==> config.mk <==
export PLATFORM = sky130hd
export DESIGN_NAME = adder_serial_flat
export DESIGN_NICKNAME = d
export VERILOG_FILES = /design/src/rtl/adder_serial_if.sv /design/src/rtl/adder_serial.sv /design/src/flat_wrapper.sv
export SDC_FILE = /design/constraint.sdc
export NUM_CORES = 1
export LEC_CHECK = 0
export CAP_MARGIN = 20
export CORE_ASPECT_RATIO = 1.2
export CORE_MARGIN = 5
export CORE_UTILIZATION = 51
export DETAILED_ROUTE_END_ITERATION = 6
export HOLD_SLACK_MARGIN = 0.15
export MAX_ROUTING_LAYER = met4
export PLACE_DENSITY = 0.79
export REMOVE_ABC_BUFFERS = 1
export SETUP_SLACK_MARGIN = 0.2
export SLEW_MARGIN = 40
export SYNTH_ARGS = -nofsm -noshare
export SYNTH_HDL_FRONTEND = slang
export SYNTH_SLANG_ARGS = --single-unit
==> constraint.sdc <==
create_clock -name clk -period 2.4 [get_ports clk]
set_input_delay 0.36 -clock clk [delete_from_list [all_inputs] [get_ports clk]]
set_output_delay 0.36 -clock clk [all_outputs]
set_load 0.01 [all_outputs]
==> src/rtl/adder_serial_if.sv <==
`default_nettype none
// ============================================================================
// adder_serial_if : request/result bundle for the digit-serial adder
// Rev 1.0
// ============================================================================
interface adder_serial_if #(
  parameter int WIDTH = 16
);
  logic             start;
  logic             sub;
  logic [WIDTH-1:0] a;
  logic [WIDTH-1:0] b;
  logic             cin;
  logic             busy;
  logic             done;
  logic [WIDTH-1:0] sum;
  logic             cout;
  logic             ovf;

  modport master (
    output start, sub, a, b, cin,
    input  busy, done, sum, cout, ovf
  );

  modport slave (
    input  start, sub, a, b, cin,
    output busy, done, sum, cout, ovf
  );
endinterface
`default_nettype wire

==> src/rtl/adder_serial.sv <==
`default_nettype none
// ============================================================================
// adder_serial : multi-cycle add/subtract, DIGIT bits per clock, LSB first
// Rev 1.0
// ============================================================================
module adder_serial #(
  parameter int WIDTH = 16,
  parameter int DIGIT = 4
) (
  input  wire logic     clk,
  input  wire logic     rst_n,
  adder_serial_if.slave bus
);

  localparam int NDIG = WIDTH / DIGIT;
  localparam int CW   = (NDIG > 1) ? $clog2(NDIG) : 1;

  typedef enum logic [0:0] {
    IDLE = 1'b0,
    RUN  = 1'b1
  } state_t;

  state_t           state;
  state_t           state_n;

  logic [WIDTH-1:0] a_q;
  logic [WIDTH-1:0] b_q;
  logic [WIDTH-1:0] acc;
  logic [WIDTH-1:0] a_nxt;
  logic [WIDTH-1:0] b_nxt;
  logic [WIDTH-1:0] acc_nxt;
  logic             carry;
  logic [CW-1:0]    cnt;

  logic [WIDTH-1:0] sum_q;
  logic             cout_q;
  logic             ovf_q;
  logic             done_q;

  logic [DIGIT-1:0] dig_sum;
  logic             dig_cout;
  logic             last;
  logic             accept;

  // Operands shift right one digit per cycle, so the slice adder always
  // reads the low digit; results enter the accumulator from the top.
  always_comb begin
    {dig_cout, dig_sum} = {1'b0, a_q[DIGIT-1:0]}
                        + {1'b0, b_q[DIGIT-1:0]}
                        + {{DIGIT{1'b0}}, carry};
  end

  generate
    if (NDIG > 1) begin : g_shift
      assign a_nxt   = {{DIGIT{1'b0}}, a_q[WIDTH-1:DIGIT]};
      assign b_nxt   = {{DIGIT{1'b0}}, b_q[WIDTH-1:DIGIT]};
      assign acc_nxt = {dig_sum, acc[WIDTH-1:DIGIT]};
    end else begin : g_whole
      assign a_nxt   = '0;
      assign b_nxt   = '0;
      assign acc_nxt = dig_sum;
    end
  endgenerate

  assign last   = (cnt == CW'(NDIG - 1));
  assign accept = (state == IDLE) && bus.start;

  always_ff @(posedge clk or negedge rst_n) begin
    if (!rst_n) begin
      state <= IDLE;
    end else begin
      state <= state_n;
    end
  end

  always_comb begin
    state_n = state;
    case (state)
      IDLE:    if (bus.start) state_n = RUN;
      RUN:     if (last)      state_n = IDLE;
      default: state_n = IDLE;
    endcase
  end

  always_ff @(posedge clk or negedge rst_n) begin
    if (!rst_n) begin
      a_q    <= '0;
      b_q    <= '0;
      acc    <= '0;
      carry  <= 1'b0;
      cnt    <= '0;
      sum_q  <= '0;
      cout_q <= 1'b0;
      ovf_q  <= 1'b0;
      done_q <= 1'b0;
    end else begin
      done_q <= 1'b0;
      if (accept) begin
        a_q   <= bus.a;
        b_q   <= bus.sub ? ~bus.b : bus.b;
        carry <= bus.sub ^ bus.cin;
        acc   <= '0;
        cnt   <= '0;
      end else if (state == RUN) begin
        a_q   <= a_nxt;
        b_q   <= b_nxt;
        acc   <= acc_nxt;
        carry <= dig_cout;
        cnt   <= cnt + 1'b1;
        if (last) begin
          sum_q  <= acc_nxt;
          cout_q <= dig_cout;
          // carry into the MSB is a^b^s at that bit; XOR with carry out
          ovf_q  <= a_q[DIGIT-1] ^ b_q[DIGIT-1] ^ dig_sum[DIGIT-1] ^ dig_cout;
          done_q <= 1'b1;
        end
      end
    end
  end

  assign bus.busy = (state == RUN);
  assign bus.done = done_q;
  assign bus.sum  = sum_q;
  assign bus.cout = cout_q;
  assign bus.ovf  = ovf_q;

endmodule
`default_nettype wire

==> src/flat_wrapper.sv <==
// flat-port wrapper written by rule: the top's interface ports become plain ports
module adder_serial_flat 
#(
  parameter int WIDTH = 16,
  parameter int DIGIT = 4
)
  (clk, rst_n, bus_start, bus_sub, bus_a, bus_b, bus_cin, bus_busy, bus_done, bus_sum, bus_cout, bus_ovf);
  adder_serial_if #(.WIDTH(WIDTH)) bus_i ();
  input  wire logic clk;
  input  wire logic rst_n;
  input wire logic [$bits(bus_i.start)-1:0] bus_start;
  input wire logic [$bits(bus_i.sub)-1:0] bus_sub;
  input wire logic [$bits(bus_i.a)-1:0] bus_a;
  input wire logic [$bits(bus_i.b)-1:0] bus_b;
  input wire logic [$bits(bus_i.cin)-1:0] bus_cin;
  output wire logic [$bits(bus_i.busy)-1:0] bus_busy;
  output wire logic [$bits(bus_i.done)-1:0] bus_done;
  output wire logic [$bits(bus_i.sum)-1:0] bus_sum;
  output wire logic [$bits(bus_i.cout)-1:0] bus_cout;
  output wire logic [$bits(bus_i.ovf)-1:0] bus_ovf;
  assign bus_i.start = bus_start;
  assign bus_i.sub = bus_sub;
  assign bus_i.a = bus_a;
  assign bus_i.b = bus_b;
  assign bus_i.cin = bus_cin;
  assign bus_busy = bus_i.busy;
  assign bus_done = bus_i.done;
  assign bus_sum = bus_i.sum;
  assign bus_cout = bus_i.cout;
  assign bus_ovf = bus_i.ovf;
  adder_serial #(.WIDTH(WIDTH), .DIGIT(DIGIT)) u_core (.clk(clk), .rst_n(rst_n), .bus(bus_i));
endmodule
======== After elaboration in Yosys (flattened, before gate mapping) ========
Cells that the tools add are included.
storage, ports and cells
  register bits ........................... 71
  input bits .............................. 37
  output and inout bits ................... 20
  logic and storage cells ................. 41
operators by class
  add/sub/neg operators ................... 3
  equal/unequal tests ..................... 1
  multiplexer cells ....................... 17
  bitwise logic cells ..................... 7
  reduce and logical (&&, ||, !) cells .... 3
operators by type and width
  operator                                                       count
  16-bit 2-to-1 mux                                              7
  16-bit NOT                                                     1
  1-bit 2-to-1 mux                                               7
  4-bit by 4-bit adder with 5-bit output                         1
  5-bit by 1-bit adder with 5-bit output                         1
  2-bit 2-to-1 mux                                               2
  1-bit bitwise XOR                                              4
  3-bit AND reduction                                            1
  2-bit by 1-bit adder with 2-bit output, second input constant  1
  2-bit equality test, second input constant                     1
  1-bit NOT                                                      2
  1-bit one-hot mux with 2 select lines                          1
  2-bit nonzero test                                             1
  1-bit logical AND                                              1

======== Longest topological paths before layout ========
Gate-level depths: netlist (run 1).
  depth in word-level cells ............... 4
  depth in mapped cells ................... 6
  gate-level depth less buffers ........... 6

======== Worst setup path before layout (run 1) ========
No wires, ideal clock.
  path type ............................... reg2reg
  from .................................... reg u_core.carry
  to ...................................... reg u_core.ovf_q, in the netlist u_core.bus.ovf
  library setup time ...................... 0.125 ns
  arrival time ............................ 1.776 ns
  required time ........................... 2.275 ns
  slack ................................... 0.499 ns
  stages on the path, launching flop included .. 7
  buffers on the path ..................... 0
  period minus slack after synthesis ...... 1.901 ns
  path through ............................ dfrtp_1 fa_1 fa_1 a21o_1 a21oi_2 xnor2_1 o21ai_1
on the way
  word-level cells in the longest chain between the ends .. 3
RTL lines
  element                                   line                 RTL
  from (decl)                               adder_serial.sv:32   logic carry;
  from (signal assigned)                    adder_serial.sv:101  carry <= bus.sub ^ bus.cin;
  from (signal assigned)                    adder_serial.sv:108  carry <= dig_cout;
  5-bit by 1-bit adder with 5-bit output *  adder_serial.sv:50   + {{DIGIT{1'b0}}, carry};
  1-bit bitwise XOR                         adder_serial.sv:114  ovf_q <= a_q[DIGIT-1] ^ b_q[DIGIT-1] ^ dig_sum[DIGIT-1] ^ dig_cout;
  1-bit bitwise XOR *                       adder_serial.sv:114
  to (signal assigned)                      adder_serial.sv:114
  to (decl)                                 adder_serial.sv:37   logic ovf_q;
Every way passes the cells marked *; elsewhere a longest branch is shown, timed or not.
A chain may end at the register's enable or synchronous reset.

======== Worst setup path in the final report (run 1) ========
Same ends and word-level chain as after synthesis.

==> results of run 1 <==
worst max-delay path: cells and delay by family (launching register included):
kind,cells,cell delay (ns)
flops,1,0.41
fa+ha+maj,2,0.90
compound gates,3,0.46
xor+xnor,1,0.14
kinds of logic after synthesis:
| kind of cell | Yosys count | synth area share (%) |
|---|---|---|
| DFF | 67 | 56.3 |
| muxes | 34 | 12.3 |
| adders and majority gates | 6 | 3.02 |
| AOI/OAI and AO/OA | 60 | 12.7 |
| xor gates and xnor gates | 20 | 5.88 |
| and+or+nand+nor | 50 | 6.38 |
| buffers and inverters | 20 | 3.48 |
worst max path at each step:
stage / startpoint / endpoint / slack, ns / depth (start not counted)
floorplan: u_core.bus.busy / u_core.bus.sum[15] / -0.43 / 3
global placement: u_core.carry / u_core.bus.ovf / 0.43 / 6
detailed placement: u_core.carry / u_core.bus.ovf / 0.38 / 6
CTS: u_core.carry / u_core.bus.ovf / 0.38 / 6
global route: u_core.carry / u_core.bus.ovf / 0.29 / 6
finish: u_core.carry / u_core.bus.ovf / 0.37 / 6
metal layers:
metal | up-vias | routed length, um
met5 | - | 0
met4 | 0 | 126
met3 | 13 | 248
met2 | 59 | 2680
met1 | 958 | 2330
li1 | 995 | -
placed cells by master (no fill, tap or decap):
master                            netlist  final
sky130_fd_sc_hd__a211oi_1               4      4
sky130_fd_sc_hd__a21o_1                 2      2
sky130_fd_sc_hd__a21oi_2                1      1
sky130_fd_sc_hd__a21oi_4                1      1
sky130_fd_sc_hd__a22o_1                13     13
sky130_fd_sc_hd__buf_12                 0      1
sky130_fd_sc_hd__buf_2                  8      2
sky130_fd_sc_hd__buf_4                  3      6
sky130_fd_sc_hd__clkbuf_8               0     10
sky130_fd_sc_hd__clkdlybuf4s50_1        0     54
sky130_fd_sc_hd__clkinv_2               0      2
sky130_fd_sc_hd__clkinv_4               0      1
sky130_fd_sc_hd__clkinvlp_4             0      3
sky130_fd_sc_hd__dfrtp_1               67     66
sky130_fd_sc_hd__dfrtp_2                0      1
sky130_fd_sc_hd__dlygate4sd3_1          0      1
sky130_fd_sc_hd__fa_1                   2      2
sky130_fd_sc_hd__ha_1                   4      4
sky130_fd_sc_hd__inv_2                  1      1
sky130_fd_sc_hd__mux2_1                15     15
sky130_fd_sc_hd__mux2_2                 1      1
sky130_fd_sc_hd__mux2_4                 1      1
sky130_fd_sc_hd__mux2i_1               17     17
sky130_fd_sc_hd__nand2_1               40     40
sky130_fd_sc_hd__nor2_1                 9      9
sky130_fd_sc_hd__nor2_2                 1      1
sky130_fd_sc_hd__o21ai_0               27     27
sky130_fd_sc_hd__o21ai_1               12     12
sky130_fd_sc_hd__xnor2_1               19     19
sky130_fd_sc_hd__xor2_1                 1      1
cell usage after synthesis:
cell type | instances | area share (%)
sky130_fd_sc_hd__a211oi_1 | 4 | 1.0
sky130_fd_sc_hd__a21o_1 | 2 | 0.50
sky130_fd_sc_hd__a21oi_2 | 1 | 0.29
sky130_fd_sc_hd__a21oi_4 | 1 | 0.55
sky130_fd_sc_hd__a22o_1 | 13 | 3.8
sky130_fd_sc_hd__buf_1 | 2 | 0.25
sky130_fd_sc_hd__buf_2 | 8 | 1.3
sky130_fd_sc_hd__buf_4 | 3 | 0.76
sky130_fd_sc_hd__buf_6 | 1 | 0.38
sky130_fd_sc_hd__clkbuf_1 | 5 | 0.63
sky130_fd_sc_hd__dfrtp_1 | 67 | 56
sky130_fd_sc_hd__fa_1 | 2 | 1.3
sky130_fd_sc_hd__ha_1 | 4 | 1.7
sky130_fd_sc_hd__inv_2 | 1 | 0.13
sky130_fd_sc_hd__mux2_1 | 15 | 5.7
sky130_fd_sc_hd__mux2_2 | 1 | 0.38
sky130_fd_sc_hd__mux2_4 | 1 | 0.50
sky130_fd_sc_hd__mux2i_1 | 17 | 5.7
sky130_fd_sc_hd__nand2_1 | 40 | 5.0
sky130_fd_sc_hd__nor2_1 | 9 | 1.1
sky130_fd_sc_hd__nor2_2 | 1 | 0.21
sky130_fd_sc_hd__o21ai_0 | 27 | 4.5
sky130_fd_sc_hd__o21ai_1 | 12 | 2.0
sky130_fd_sc_hd__xnor2_1 | 19 | 5.6
sky130_fd_sc_hd__xor2_1 | 1 | 0.29
timing repair:
item	4_1_cts	5_1_grt
hold buffers	1	0
hold endpoints to repair	25	0
endpoints found under the setup margin	0	0
registers in the layout, indices dropped and copies added (netlist names):
name,cells
u_core.a_q,16
u_core.b_q,16
u_core.bus.sum,16
u_core.acc,12
u_core.cnt,2
u_core.bus.busy,1
u_core.bus.cout,1
u_core.bus.done,1
u_core.bus.ovf,1
u_core.carry,1
final cells by class:
cell class / count / area [um^2]
fillers: 450 / 1880
well taps: 80 / 100
flip-flops and latches: 67 / 1680
clock buffers: 10 / 138
repair buffers: 64 / 626
inverters: 1 / 3.75
clock inverters: 6 / 41.3
multi-input cells: 170 / 1200
power breakdown:
part / internal (mW) / switching, mW / leakage, nW / total (mW)
sequential: 1.57 / 0.290 / 0.868 / 1.86
combinational: 0.794 / 0.631 / 0.764 / 1.42
clock: 0.400 / 0.428 / 0.0843 / 0.829
through the flow:
step                cells  cell area (um^2)  power [mW]  hold WS (ns)
floorplan             238              2880        2.69        0.0644
global placement      381              3600        3.26         0.391
detailed placement    381              3600        3.34         0.406
CTS                   398              3790        4.17         0.391
global route          398              3790        4.41         0.413
finish                398              3790        4.12         0.400
==> summary by stage, run 1 <==
Timing
The time the worst path needs with I/O delays and setup is 2.03 ns. Setup repair after global routing left no endpoint under its margin. The top achievable clock speed is 493 MHz.

The number of slew-limit violations in the final report is 0. Across the routed clock network, the largest skew measured is 0.00635 ns. The transition at the pin with the smallest max-transition slack is 0.608 ns. The worst-case setup margin in the final layout is 0.372 ns. The worst path uses 84.5% of the clock period. The final count of negative-setup-slack endpoints is 0. The number of hold-slack violations in the final timing report is 0. In this run the tightest slew margin relative to its limit is 59.5%. The final-layout setup total negative slack is 0 ns.

Worst hold path
The destination of the worst hold path is u_core.b_q[3]. The type of the worst min-delay path is in -> reg. The worst min-delay path startpoint is bus_start. The worst hold path passes through 4 cells.

Yosys
The Yosys step of the flow raised 0 warnings. A synthesized cell averages 11.6 um^2. The post-synthesis instance area is 0.00298 mm^2. For this run, the register share of the synthesized area comes to 56.3%. The instance count of the mapped netlist is 257.

The count of different cell masters after synthesis is 25. The post-synthesis sequential element count is 67.

Clock network
No sink is reached through more buffers than the 2 on the longest clock path. The number of setup buffers added after CTS is 0. The post-cts repair resize count is 0. The clock net sink count is 67. In this run, CTS created clock tree buffers numbering 9. The clock tree root driver cell is sky130_fd_sc_hd__clkbuf_8. In this run the number of H-tree levels came out at 3. The clock reaches the later pin of the worst-skew pair after 0.33 ns.

TritonCTS built the clock tree. Clock-pin slew was measured on the worst setup and hold paths at 0.07 ns.

Routing
Summing over every cut layer, the via total after detailed routing is 2025. In this run, the number of DRC markers left after iteration 0 of detailed routing was 92. The wire length per cell is 13.5 um.

The remaining design rule violation count is 0. For this run, the detailed router's first-pass iteration total came to 4. Dividing the detail-routed via count by the number of cells gives 5.09. The number of antenna-violating nets in the routed design is 0. Summed over all layers, the routed wires come to 5.39 mm.

Placed design
In this run the tool buffered the top-level ports with 56 buffer cells. The final weighted congestion of routability-driven global placement is 0.807. The HPWL after detailed placement is 3.90 mm. Before CTS, the worst setup slack after placement is 0.376 ns.

Setup path
For the worst setup path, the data required time is 2.62 ns. Along the worst path, the maximum fanout reaches 3. The setup path with the least slack is of type reg -> reg. Among the stages of the critical path, the cell type that occurs most often is sky130_fd_sc_hd__fa_1. In this design, the stage delay of the slowest critical-path cell is 0.48 ns. The slowest stage of the critical path is the sky130_fd_sc_hd__fa_1 cell. The worst setup path is captured at a flop.

The terminus of the critical flop-to-flop path is u_core.bus.ovf. STA classifies the critical path startpoint as a flop. The worst setup slack for register-to-register paths is 0.37 ns. The worst register-to-register path begins at u_core.carry. The number of cell instances on the worst register-to-register path is 6. The signal on the critical path passes through fa_1 > fa_1 > a21o_1 > a21oi_2 > xnor2_1 > o21ai_1. The critical path data arrival time is 2.24 ns.

Die
The region available for standard cell placement spans 0.00567 mm^2. The overall die width is 79.8 um. The number of placement rows is 30.

The number of I/O pins is 57. Once the floorplan was initialized, standard cells occupied 52.6% of the core. Measured along the y axis, the die boundary spans 93.7 um. The floorplan step defined a die boundary enclosing 0.00748 mm^2.

Pwr
In this run the power density over the cells is 1090 mW/mm^2. The maximum ir drop on the vdd rail is 0.000507 V. The leakage component of the power is 1.72 nW.

Flow run
Across the run, the number of max-cap violations was 0.

Global route
Global routing consumed, on the met3 layer, 2.98% of the routing resources. The number of antenna violations at the first check in global routing came to 0. The number of global-route vias before repair came to 2039. Entering global routing, the biggest net connects 43 pins.

The first global-routing pass estimated 9.09 mm of wire. Global routing finished with a remaining overflow of 0. The met1 track demand over resource is 18.7%.

The most utilized layer in the global route result is met2. The combined global-route utilization of all metal layers is 16.1%. For met2 alone, demand over resource in global routing was 26.5%.

Final layout
The share of the core filled with cells in the final layout is 66.8%. For this run, the post-layout net count is 356. 0 antenna diodes ended up in the layout. The area growth from synthesis to layout is 27.0%. Cells with a size suffix above 1 make up 10.1% of the layout.

Status
The flow ran to the end, and the final reports show no timing, DRC or antenna violations.
(Power assumes the default switching activity.)
==> inputs of run 2 (changes only) <==
- CORE_UTILIZATION: 51 -> 46
- PLACE_DENSITY: 0.79 -> 0.75
- clock period: 2.4 -> 1.8 ns (I/O delays scaled with it)
==> run 2 against run 1 <==
Effect of this change:
- the flow now finishes with violations (setup timing)
- via count decreased by 0.69%
- cell count increased by 2.3%
- sequential share of layout area decreased by 0.95 points
- critical path depth unchanged
- clock skew about the same
- worst hold slack got worse by 0.068 ns
- power increased by 39%
- critical path type unchanged
- largest cell class unchanged
==> summary by stage, run 2 (synthesis gave the netlist of run 1 again) <==
Timing
The remaining max-slew budget at the tightest pin is 61.1% (+1.6 points). The setup clock skew after layout was 0.00614 ns (-0.000214 ns). The time the worst path needs with I/O delays and setup is 1.88 ns (-0.147 ns). The final count of negative-setup-slack endpoints is 4 (+4). The final critical-path share of the clock period was 105% (+20 points). The top achievable clock speed came to 532 MHz (+7.8%). The number of slew-limit violations in the final report is 0 (unchanged). Setup repair after global routing could not meet its margin everywhere.

The transition at the pin with the smallest max-transition slack is 0.583 ns (-0.0246 ns). The worst-case setup margin in the final layout is -0.0813 ns (-0.453 ns). The number of hold-slack violations in the final timing report is 0 (unchanged).

Die
The number of placement rows is 32 (+6.7%). The number of I/O pins is 57 (unchanged). The effective utilization at floorplan is 46.8% (-5.8 points). The vertical die dimension was 98.2 um (+4.7%). The overall die width is 83.5 um (+4.6%). The area of the core region is 0.00637 mm^2 (+12%). The total die area is 0.00820 mm^2 (+9.6%).

Setup path
The largest delay contributor family on the critical path is adder cells. The number of cell instances on the worst register-to-register path came to 6 (unchanged). In this run the critical register-to-register path is launched from u_core.carry. The data required time at the worst endpoint is 2.02 ns (-0.60 ns). The terminus of the critical flop-to-flop path is u_core.bus.ovf. The worst setup slack for register-to-register paths came to -0.08 ns (-0.45 ns).

The nature of the critical path endpoint is a flop. The slowest stage cell on the critical path is sky130_fd_sc_hd__fa_2. The most repeated library cell on the critical path is sky130_fd_sc_hd__fa_2. The worst setup path is of the reg -> reg kind. STA classifies the critical path startpoint as a flop. The maximum fanout count along the critical path came to 2 (-1). The largest stage delay on the critical path is 0.41 ns (-0.07 ns).

The number of cells on the critical path is 6 (unchanged). The number of buffers and inverters on the critical path is 0 (unchanged). The critical path data arrival time was 2.10 ns (-0.14 ns). Traced cell by cell, the critical path runs through fa_2 > fa_2 > a21o_1 > a21oi_2 > xnor2_1 > o21ai_1.

Global route
The largest net degree at the start of global routing is 50 (+16%). The number of global-route vias before repair is 2064 (+1.2%). The overflow left after global routing is 0 (unchanged). The combined global-route utilization of all metal layers came to 15.2% (-0.93 points). The number of antenna violations at the first check in global routing is 0 (unchanged). The wire length of the first global-routing pass is 9.52 mm (+4.6%).

Clock network
The clock tree root driver cell is sky130_fd_sc_hd__clkbuf_8. The number of buffers inserted during clock tree synthesis is 9 (unchanged). The source-to-sink clock delay at the later pin of the worst-skew pair came to 0.33 ns (about the same).

The clock tree from TritonCTS is built. The maximum count of clock buffers along a single path came to 2 (unchanged). The clock net sink count is 67 (unchanged). The clock-pin slew of the registers on the worst-case setup and hold paths is 0.07 ns (about the same).

The number of levels in the clock H-tree is 3 (unchanged).

Routing
The remaining design rule violation count was 0 (unchanged). The number of DRC violations after detailed-routing iteration 0 is 78 (-15%). The post-detailed-route via-to-cell ratio is 4.94 (-2.9%).

The number of detailed-routing iterations run before antenna repair was 4 (unchanged). The total wire length is 5.66 mm (+5.0%). The number of antenna-violating nets in the routed design is 0 (unchanged). The total number of vias is 2011 (-0.69%). The wire length per cell came to 13.9 um (+2.7%).

Placed design
The half-perimeter wire length after placement was 3.97 mm (+1.9%). The placed instance area is 0.00365 mm^2 (+1.4%). The pre-CTS setup slack is -0.163 ns (-0.539 ns). The total of buffers placed on input and output ports is 56 (unchanged). The final weighted congestion of routability-driven global placement is 0.759 (-5.9%).

Final layout
The library cells used most frequently in the layout, excluding fill and tap cells, are 66 x sky130_fd_sc_hd__dfrtp_1, 54 x sky130_fd_sc_hd__clkdlybuf4s50_1, 40 x sky130_fd_sc_hd__nand2_1. Leaving out fill and tap cells, the most frequent cell in the layout is sky130_fd_sc_hd__dfrtp_1. The antenna cell count is 0 (unchanged). The final non-filler cell area came to 0.00387 mm^2 (+2.2%). The area used by multi-input combinational logic was 0.00122 mm^2 (+1.7%).

The sequential cell area in the final layout is 0.00168 mm^2 (unchanged). The total number of nets in the final design is 361 (+1.4%). Compared with the post-synthesis result, the final layout area differs by 29.8%. The share of layout cells above drive strength 1 is 11.8% (+1.7 points).

The final-layout fill cell count was 529 (+18%).

Worst hold path
The worst hold path terminates at u_core.bus.busy. The instance count along the most critical hold path is 3 (-1). The worst min-delay path startpoint is bus_start. The tightest min-delay check is of the in -> reg type.

Pwr
The maximum ir drop on the vdd rail is 0.000690 V (+36%). The leakage component of the power came to 1.76 nW (+2.6%). The power density of the placed cells is 1480 mW/mm^2 (+36%).

Status
The final reports fail on setup timing. The flow ran to the end, but the final reports show violations.

Flow run
The count of maximum capacitance violations is 0 (unchanged).
[run 2: changes by cell type in the layout (fill, tap and decap cells not counted), moves of 2 or more]
| cell | before | now |
|---|---|---|
| sky130_fd_sc_hd__clkbuf_1 | 0 | 2 |
| sky130_fd_sc_hd__buf_4 | 6 | 10 |
| sky130_fd_sc_hd__fa_1 | 2 | 0 |
| sky130_fd_sc_hd__clkinvlp_4 | 3 | 0 |
| sky130_fd_sc_hd__fa_2 | 0 | 2 |
[run 2: layer usage]
metal / share of wire [%] / vias up / GRT usage (%)
li1: - / 998 / -
met5: 0 / - / -
met4: 2.1 / 0 / 7.80
met2: 50 / 47 / 24.3
met1: 43 / 956 / 18.0
met3: 4.4 / 10 / 3.38
[run 2: layout make-up]
class / instances / area share, %
Clock buffer: 12 / 3.75
Clock inverter: 3 / 1.03
Timing Repair Buffer: 69 / 17.5
Multi-Input combinational cell: 170 / 31.5
Inverter: 1 / 0.0970
Tap cell: 85 / 2.75
Sequential cell: 67 / 43.4
[run 2: what timing repair did]
item / 4_1_cts / 5_1_grt
endpoints found under the hold margin: 18 / 0
hold buffers: 1 / 0
gates resized for setup: 2 / 2
setup endpoints to repair: 10 / 9
buffers inserted: 1 / 0
pin swaps: 2 / 1
[run 2: how the worst max path moves through the flow]
| stage | startpoint | end | slack, ns |
|---|---|---|---|
| 2_1_floorplan | u_core.bus.busy | u_core.bus.sum[15] | -1.03 |
| 3_3_place_gp | u_core.carry | u_core.bus.sum[14] | -0.13 |
| 3_5_place_dp | u_core.carry | u_core.bus.ovf | -0.16 |
| 4_1_cts | u_core.carry | u_core.bus.ovf | -0.07 |
| 5_1_grt | u_core.carry | u_core.bus.ovf | -0.17 |
| 6_report | u_core.carry | u_core.bus.ovf | -0.08 |
[run 2: worst min-delay path, stage by stage]
cell,delay (ns)
sky130_fd_sc_hd__buf_2,0.12
sky130_fd_sc_hd__nor2_2,0.13
sky130_fd_sc_hd__nor2_1,0.10
[run 2: through the flow]
step	power (mW)	hold WS (ns)	cells	TNS [ns]	util, %
after floorplan	3.58	-0.0256	238	-22.73	-
final	5.71	0.332	407	-0.174	60.8
after global placement	4.41	0.231	390	-0.498	57.3
after detailed placement	4.51	0.239	390	-0.619	57.3
after CTS	5.75	0.310	407	-0.188	60.5
after global routing	6.12	0.362	407	-0.489	60.8
[run 2: where the power goes]
group / internal (mW) / total (mW) / switching, mW
logic: 1.14 / 2.07 / 0.931
clock network: 0.666 / 1.18 / 0.513
registers: 2.10 / 2.46 / 0.360
